## config.mk

```make
export PLATFORM = sky130hd
export DESIGN_NAME = five_tuple_flow_lookup
export DESIGN_NICKNAME = d
export VERILOG_FILES = /design/src/rtl/five_tuple_flow_lookup.sv
export SDC_FILE = /design/constraint.sdc
export NUM_CORES = 2
export LEC_CHECK = 0
export ABC_CLOCK_PERIOD_IN_PS = 3500
export CORE_UTILIZATION = 35
export DETAILED_ROUTE_END_ITERATION = 10
export GPL_ROUTABILITY_DRIVEN = 1
export SLEW_MARGIN = 15
export SYNTH_ARGS = -nofsm -noshare
export SYNTH_HDL_FRONTEND = slang
export SYNTH_SLANG_ARGS = --single-unit
```

## constraint.sdc

```tcl
create_clock -name clk -period 3.5 [get_ports clk]
set_clock_uncertainty 0.05 [all_clocks]
set_input_delay 0.7 -clock clk [delete_from_list [all_inputs] [get_ports clk]]
set_output_delay 0.7 -clock clk [all_outputs]
set_load 0.005 [all_outputs]
```

## src/rtl/five_tuple_flow_lookup.sv

```systemverilog
// -----------------------------------------------------------------------------
// five_tuple_flow_lookup
// Serial flow-table lookup placed behind the five-tuple extractor. Each request
// (5-tuple + ingress port) is compared against one table entry per cycle. The
// lowest matching entry index supplies the flow ID used for TSN tagging.
// Non-first fragments and non-TCP/UDP packets bypass the search and get an
// immediate miss. A one-deep pending register holds a request that arrives
// while a search is busy. A request that arrives while that register is full
// is dropped and flagged on o_lookup_drop.
//
// Ports:
//   clk, rst_n            clock, asynchronous active-low reset
//   iv_5tuple_data        {proto, src ip, dst ip, src port, dst port}
//   iv_pkt_inport         ingress port of the request
//   i_first_frag_flag     1 = first fragment
//   iv_tcp_or_udp_pkt     2'b11 = TCP/UDP
//   i_data_wr             request strobe
//   iv_cfg_*/i_cfg_*      host table write port (address, key, inport,
//                         inport_any, flow ID, valid, write strobe)
//   ov_flowid, o_hit      lookup result (flow ID is 0 on miss)
//   ov_pkt_inport         echoed ingress port
//   o_first_frag_flag     echoed first-fragment flag
//   o_result_wr           one-cycle result strobe
//   o_lookup_drop         one-cycle pulse when a request is discarded
// -----------------------------------------------------------------------------
module five_tuple_flow_lookup #(
    parameter int ENTRY_NUM = 16,
    parameter int FLOWID_W  = 14,
    localparam int ADDR_W   = $clog2(ENTRY_NUM)
) (
    input  logic                clk,
    input  logic                rst_n,
    input  logic [103:0]        iv_5tuple_data,
    input  logic [3:0]          iv_pkt_inport,
    input  logic                i_first_frag_flag,
    input  logic [1:0]          iv_tcp_or_udp_pkt,
    input  logic                i_data_wr,
    input  logic [ADDR_W-1:0]   iv_cfg_addr,
    input  logic [103:0]        iv_cfg_key,
    input  logic [3:0]          iv_cfg_inport,
    input  logic                i_cfg_inport_any,
    input  logic [FLOWID_W-1:0] iv_cfg_flowid,
    input  logic                i_cfg_valid,
    input  logic                i_cfg_wr,
    output logic [FLOWID_W-1:0] ov_flowid,
    output logic                o_hit,
    output logic [3:0]          ov_pkt_inport,
    output logic                o_first_frag_flag,
    output logic                o_result_wr,
    output logic                o_lookup_drop
);

    localparam logic [1:0] IDLE   = 2'd0;
    localparam logic [1:0] SEARCH = 2'd1;
    localparam logic [1:0] RESULT = 2'd2;

    // Flow table
    logic [103:0]        tbl_key_r    [ENTRY_NUM];
    logic [3:0]          tbl_inport_r [ENTRY_NUM];
    logic                tbl_any_r    [ENTRY_NUM];
    logic [FLOWID_W-1:0] tbl_flowid_r [ENTRY_NUM];
    logic                tbl_valid_r  [ENTRY_NUM];

    logic [1:0]          state_r;
    logic [103:0]        srch_key_r;
    logic [3:0]          srch_inport_r;
    logic [ADDR_W-1:0]   srch_idx_r;

    logic [103:0]        pend_key_r;
    logic [3:0]          pend_inport_r;
    logic                pend_first_r;
    logic [1:0]          pend_tcpudp_r;
    logic                pend_full_r;

    logic                pend_used_s;
    logic                direct_s;
    logic                launch_s;
    logic                store_s;
    logic                drop_s;
    logic                cmp_en_s;
    logic                hit_s;
    logic                last_s;
    logic                src_bypass_s;
    logic [103:0]        src_key_s;
    logic [3:0]          src_inport_s;
    logic                src_first_s;
    logic [1:0]          src_tcpudp_s;

    function automatic logic entry_match(
        input logic         valid,
        input logic         any,
        input logic [103:0] ent_key,
        input logic [3:0]   ent_inport,
        input logic [103:0] req_key,
        input logic [3:0]   req_inport
    );
        return valid && (ent_key == req_key) && (any || (ent_inport == req_inport));
    endfunction

    // Request arbitration: the pending entry always goes ahead of a new request
    always_comb begin
        pend_used_s  = pend_full_r && ((state_r == IDLE) || (state_r == RESULT));
        direct_s     = (state_r == IDLE) && !pend_full_r && i_data_wr;
        launch_s     = pend_used_s || direct_s;
        // A new request is buffered unless it launches directly; a slot freed
        // in this same cycle can take it.
        store_s      = i_data_wr && !direct_s && (!pend_full_r || pend_used_s);
        drop_s       = i_data_wr && !direct_s && pend_full_r && !pend_used_s;
        if (pend_used_s) begin
            src_key_s    = pend_key_r;
            src_inport_s = pend_inport_r;
            src_first_s  = pend_first_r;
            src_tcpudp_s = pend_tcpudp_r;
        end else begin
            src_key_s    = iv_5tuple_data;
            src_inport_s = iv_pkt_inport;
            src_first_s  = i_first_frag_flag;
            src_tcpudp_s = iv_tcp_or_udp_pkt;
        end
        src_bypass_s = !src_first_s || (src_tcpudp_s != 2'b11);
    end

    // Compare of the current entry; a table write stalls the search for one
    // cycle so the following compare always sees freshly written data.
    always_comb begin
        cmp_en_s = (state_r == SEARCH) && !i_cfg_wr;
        last_s   = (srch_idx_r == ADDR_W'(ENTRY_NUM - 1));
        if (cmp_en_s) begin
            hit_s = entry_match(tbl_valid_r[srch_idx_r], tbl_any_r[srch_idx_r],
                                tbl_key_r[srch_idx_r], tbl_inport_r[srch_idx_r],
                                srch_key_r, srch_inport_r);
        end else begin
            hit_s = 1'b0;
        end
    end

    // Host table writes, accepted in every FSM state
    always_ff @(posedge clk or negedge rst_n) begin
        if (!rst_n) begin
            for (int i = 0; i < ENTRY_NUM; i++) begin
                tbl_key_r[i]    <= '0;
                tbl_inport_r[i] <= 4'd0;
                tbl_any_r[i]    <= 1'b0;
                tbl_flowid_r[i] <= '0;
                tbl_valid_r[i]  <= 1'b0;
            end
        end else if (i_cfg_wr) begin
            tbl_key_r[iv_cfg_addr]    <= iv_cfg_key;
            tbl_inport_r[iv_cfg_addr] <= iv_cfg_inport;
            tbl_any_r[iv_cfg_addr]    <= i_cfg_inport_any;
            tbl_flowid_r[iv_cfg_addr] <= iv_cfg_flowid;
            tbl_valid_r[iv_cfg_addr]  <= i_cfg_valid;
        end
    end

    // One-deep pending request register
    always_ff @(posedge clk or negedge rst_n) begin
        if (!rst_n) begin
            pend_key_r    <= '0;
            pend_inport_r <= 4'd0;
            pend_first_r  <= 1'b0;
            pend_tcpudp_r <= 2'd0;
            pend_full_r   <= 1'b0;
        end else if (store_s) begin
            pend_key_r    <= iv_5tuple_data;
            pend_inport_r <= iv_pkt_inport;
            pend_first_r  <= i_first_frag_flag;
            pend_tcpudp_r <= iv_tcp_or_udp_pkt;
            pend_full_r   <= 1'b1;
        end else if (pend_used_s) begin
            pend_full_r   <= 1'b0;
        end
    end

    // Lookup FSM and registered result outputs
    always_ff @(posedge clk or negedge rst_n) begin
        if (!rst_n) begin
            state_r           <= IDLE;
            srch_key_r        <= '0;
            srch_inport_r     <= 4'd0;
            srch_idx_r        <= '0;
            ov_flowid         <= '0;
            o_hit             <= 1'b0;
            ov_pkt_inport     <= 4'd0;
            o_first_frag_flag <= 1'b0;
            o_result_wr       <= 1'b0;
            o_lookup_drop     <= 1'b0;
        end else begin
            o_result_wr   <= 1'b0;
            o_lookup_drop <= drop_s;
            case (state_r)
                IDLE, RESULT: begin
                    if (launch_s) begin
                        if (src_bypass_s) begin
                            ov_flowid         <= '0;
                            o_hit             <= 1'b0;
                            ov_pkt_inport     <= src_inport_s;
                            o_first_frag_flag <= src_first_s;
                            o_result_wr       <= 1'b1;
                            state_r           <= IDLE;
                        end else begin
                            srch_key_r    <= src_key_s;
                            srch_inport_r <= src_inport_s;
                            srch_idx_r    <= '0;
                            state_r       <= SEARCH;
                        end
                    end else begin
                        state_r <= IDLE;
                    end
                end
                SEARCH: begin
                    if (cmp_en_s) begin
                        if (hit_s || last_s) begin
                            ov_flowid         <= hit_s ? tbl_flowid_r[srch_idx_r] : '0;
                            o_hit             <= hit_s;
                            ov_pkt_inport     <= srch_inport_r;
                            o_first_frag_flag <= 1'b1;
                            o_result_wr       <= 1'b1;
                            state_r           <= RESULT;
                        end else begin
                            srch_idx_r <= srch_idx_r + ADDR_W'(1);
                        end
                    end else begin
                        state_r <= SEARCH;
                    end
                end
                default: begin
                    state_r <= IDLE;
                end
            endcase
        end
    end

endmodule

```

; ---- Word-level counts from Yosys, hierarchy flattened
; Cells that the tools add are included.
; Widths: inputs -> output; s select.
[word_totals]
ff_bits = 2232
output_inout_bits = 22
word_cells = 215
in_bits = 243
[classes]
eq_ne = 13
addsub = 1
n_mux = 71
magnitude_cmp = 3
n_reduce_logical = 29
bitwise_logic = 3
[op_table]
columns = cell, count
row1 = $bwmux 1664, 1
row2 = $bmux 104 s4, 1
row3 = $demux 104 s4, 1
row4 = $mux 104, 4
row5 = $bwmux 224, 1
row6 = $mux 14, 8
row7 = $eq 104x104->1, 1
row8 = $bwmux 64, 1
row9 = $bmux 14 s4, 1
row10 = $demux 14 s4, 1
row11 = $mux 4, 12
row12 = $bwmux 16, 2
row13 = $pmux 14 s2, 1
row14 = $mux 1, 22
row15 = $bmux 4 s4, 1
row16 = $demux 4 s4, 1
row17 = $pmux 4 s2, 2
row18 = $ne 2x2->1 const B, 6
row19 = $logic_and 1x1->1, 11
row20 = $ge 5x5->1 const B, 2
row21 = $not 4->5, 2
row22 = $reduce_and 5->1, 2
row23 = $bmux 1 s4, 2
row24 = $mux 2, 4
row25 = other kinds (18), 30

; ---- Logic depth before layout (Yosys ltp)
[logic_depth]
word_depth = 12
depth_mapped = 20
ltp_nobuf = 10

; ---- Worst setup path before layout
; No wires, ideal clock.
[synth_timing]
path_type = reg2reg
start = register srch_idx_r[1]
end = register srch_idx_r[0]
path_stages_with_launch = 15
synth_period_minus_slack_ns = 3.859
t_arrival_ns = 3.745
t_required_ns = 3.386
path_buffers = 6
path_slack_ns = -0.359
setup_time_ns = 0.064
path_cell_list = dfrtp_1 buf_2 buf_4 buf_4 buf_4 buf_2 buf_1 mux4_2 a221oi_1 xnor2_1 nor4b_2 nand4_1 nor4_4 mux2_4 nand2_2
[synth_via]
elab_chain_len = 11
elab_cells_between_ends = 23
classes_between = eq/ne: 4 / mux: 13 / bitwise: 1 / reduce/logical: 5
[synth_rtl]
columns = item, line_no
row1 = from (decl), 67  ; logic [ADDR_W-1:0] srch_idx_r;
row2 = from (signal assigned), 221  ; srch_idx_r <= srch_idx_r + ADDR_W'(1);
row3 = $not 4->5 (not written as such), "129, 130"
row4 = $bmux 104 s4 or $bmux 4 s4 (tied branches), 130  ; tbl_key_r[srch_idx_r], tbl_inport_r[srch_idx_r],
row5 = $mux 104 (not written as such) or $mux 4 (tied branches) (2 in a row), 130
row6 = $eq 104x104->1 or $eq 4x4->1 (tied branches), 97  ; return valid && (ent_key == req_key) && (any || (ent_inport == req_inport));
row7 = $logic_and 1x1->1 or $logic_or 1x1->1 (tied branches), 97
row8 = $logic_and 1x1->1, 97
row9 = $mux 1, 128  ; if (cmp_en_s) begin
row10 = $logic_or 1x1->1 (*), 213  ; if (hit_s || last_s) begin
row11 = $ne 2x2->1 (no line) (*), --
row12 = $reduce_and 5->1 (no line) (*), --
; Every way passes the cells marked *; elsewhere a longest branch is shown, timed or not. The select of a mux whose other input is x is not followed.
; A chain may end at the register's enable or synchronous reset.

; ---- Worst setup path after layout
[layout_timing]
start = register srch_idx_r[0]
end = register ov_pkt_inport[3]
[layout_via]
elab_chain_len = 11
elab_cells_between_ends = 23
classes_between = eq/ne: 4 / mux: 13 / bitwise: 1 / reduce/logical: 5
[layout_rtl]
columns = item, line_no
row1 = $not 4->5 (not written as such), "129, 130"
row2 = $bmux 104 s4 or $bmux 4 s4 (tied branches), 130
row3 = $mux 104 (not written as such) or $mux 4 (tied branches) (2 in a row), 130
row4 = $eq 104x104->1 or $eq 4x4->1 (tied branches), 97
row5 = $logic_and 1x1->1 or $logic_or 1x1->1 (tied branches), 97
row6 = $logic_and 1x1->1, 97
row7 = $mux 1, 128
row8 = $logic_or 1x1->1 (*), 213
row9 = $ne 2x1->1 (no line) (*), --
row10 = $reduce_and 5->1 (no line) (*), --
row11 = to (signal assigned), 197  ; ov_pkt_inport <= src_inport_s;
row12 = to (signal assigned), 216  ; ov_pkt_inport <= srch_inport_r;
row13 = to (decl), 47  ; output logic [3:0] ov_pkt_inport,
; Marks and branches as above.

==> reports/qor.csv <==
metric,value,unit
status,finished with violations,
failing checks,negative setup slack,
TritonCTS clock tree,yes,
Wirelength per Cell,28.9,um
Worst IR Drop VDD,0.489,mV
final hold vios,0,
drt pass-1 iters,6,
vias per cell,5.52,
f_max,220,MHz
Core Area,0.291,mm2
crit start category,register,
synthesized flop and latch total,2232,
Root Driver,clkbuf_16,
"Reg clk slew, reported paths",0.06,ns
FP Rows,198,
gr ovfl total,0,
DR iter-0 viols,5230,
Die Area,0.295,mm2
FF-to-FF setup slack,-1.05,ns
Yosys top cell area share,0.545,
Syn Area/Cell,15.1,um2
Synth Net Count,7045,
fin util,0.426,
Max Cap Violations,0,
library cells used by synthesis,88,
# clock sinks,2232,
Post-DP HPWL,229000,um
top_reg_cell synth,dfrtp_1,
Worst EP required,4.24,ns
PortBufs,264,
area growth from synthesis to layout,21.2,%
Hold Slack,0.361,ns
Slew Limit Headroom,0.321,
"FFs w/ async S/R, synth",1.00,
Post-synth EDFFs,0,
CP max FO,7,
worst reg2reg endpoint,ov_pkt_inport[3],
Final Setup Violations,27,
Ys Warns,0,
Die W,543,um
die height,543,um
crit end category,register,
vias in the first global route,66600,
post-synthesis cell count,6801,
global-route usage over all layers,0.226,
gp weighted congestion,0.990,
initial core utilization,0.352,
Final WS setup,-1.05,ns
Worst path top cell family by delay,simple AND/OR/NAND/NOR gates,
Tmin final,4.55,ns
Ports,265,
R2R Path Start,srch_idx_r[0],
fin crit share,1.30,
Max Root-Sink Buffers,4,
power density cells,864,mW/mm2
total CTS buffers,240,
Layout fillers,25900,
drt drc,0,
biggest cell delay along the critical path,0.62,ns
Nets,7713,
global-route wire length before repair,487000,um
Setup Slack @ Placement,-1.38,ns
CP max stage cell,mux4_2,
Synth Cell Area,0.102,mm2
H-tree levels,4,
vias,63800,
Slew @ Worst Pin,1.02,ns
initial antenna violation count,50,
Pleak,53.3,nW
WL final,334000,um
Reg2Reg Depth,14,
RSZ-0062 raised after global routing,true,
Routed Antenna Nets,0,
share of layout cells above drive strength 1,0.498,
"count leader, synth",dfrtp_1,
Area contributors post-synth,"dfrtp_1, mux2_2, mux4_2",
worst min path class,primary input to asynchronous set/reset pin,
CP cell instances,"buf_12, bufbuf_16, buf_6, buf_16, mux4_2, mux4_2, xor2_2, nor4_4, nand4_1, nor4_1, nand4_1, buf_6, and2_4, a221o_1",
Post-synth top cells,"dfrtp_1, mux2_2, clkbuf_1",
Yosys top cell by area,dfrtp_1,
"Clk Latency, worst-skew pair",0.91,ns
critical path class,register to register,
pin count of the biggest net entering global routing,152,
crit path buf inv count,5,
sequential-to-total area share from yosys stat,0.545,
"Arr. time, crit path",5.29,ns
Pwr Total,0.107,W
Final Max Slew Viols,0,
## sequential cells by signal, indices dropped and copies added (netlist names), 4 cells and up
signal	flops
tbl_valid_r	16
pend_key_r	104
srch_key_r	104
pend_inport_r	4
ov_flowid	14
tbl_inport_r	64
srch_idx_r	4
ov_pkt_inport	4
tbl_flowid_r	224
tbl_any_r	16
tbl_key_r	1664
srch_inport_r	4
## power by group
part	leakage [nW]	switching (W)	total, W	internal (W)
Combinational	21.9	0.0218	0.0440	0.0222
Clock	4.00	0.0107	0.0262	0.0154
Sequential	27.4	0.00452	0.0370	0.0325
Total	53.3	0.0371	0.107	0.0701
## what timing repair did
action / 4_1_cts / 5_1_grt
pin swaps: 14 / 13
buffers inserted: 15 / 17
gates resized for setup: 83 / 35
endpoints found under the setup margin: 27 / 27
hold buffers: 1 / 0
cloned: 6 / 3
hold endpoints to repair: 17 / 0
## cell type report
cell class                 instances  area (um2)  area share
clock buffer                     333        6880      0.0554
multi-input combinational       3972       44400       0.358
clock inverter                    88        1220     0.00980
tap                             3900        4880      0.0393
inverter                          16        67.6    0.000545
antenna                            9        22.5    0.000182
sequential                      2232       55900       0.450
timing repair buffer            1007       10800      0.0867
## logic make-up (layout without fill, tap and decap cells)
group,count (synthesis),in the layout,synth area share
mux,2886,2886,0.363
flops,2232,2232,0.545
buf+inv,597,1444,0.0275
simple gates,543,543,0.0257
compound gates,473,473,0.0325
xor+xnor,69,69,0.00590
fa+ha+maj,1,1,0.000122
other cells,0,9,0
## cells in the final DEF, fill, tap and decap left out, types with 27 or more instances in the layout
master and n:
dfrtp_1 2228, mux2_2 2134, buf_4 545, mux4_2 416
mux2i_1 307, clkdlybuf4s50_1 263, clkbuf_16 243, nand2_1 239
buf_12 172, o21ai_0 141, nor2_1 61, clkbuf_8 52
clkinv_2 49, a22oi_1 47, clkbuf_1 41, xnor2_1 37
o221ai_1 31, o22ai_1 29, nand3_1 27, a21oi_1 27
## per-layer routing
layer	track usage	vias up	wire length, um
li1	-	26700	-
met1	0.311	34800	147000
met2	0.355	1729	155000
met3	0.0403	534	18500
met4	0.0824	32	13200
met5	0	-	200
## through the flow
step | instance area [um2] | std cells | TNS [ns]
finish | 124000 | 11600 | -25.19
global route | 124000 | 11600 | -26.64
CTS | 124000 | 11500 | -22.94
detailed placement | 115000 | 11100 | -34.41
global placement | 115000 | 11100 | -34.76
floorplan | 103000 | 6801 | -2.85
## worst max-delay path by stage
stage,start,to,depth (start not counted)
floorplan,srch_idx_r[0],srch_idx_r[3],12
global placement,srch_idx_r[0],ov_pkt_inport[1],13
detailed placement,srch_idx_r[0],ov_pkt_inport[3],13
CTS,srch_idx_r[0],ov_pkt_inport[3],13
global route,srch_idx_r[0],ov_pkt_inport[3],13
finish,srch_idx_r[0],ov_pkt_inport[3],14
(Power assumes the default switching activity.)
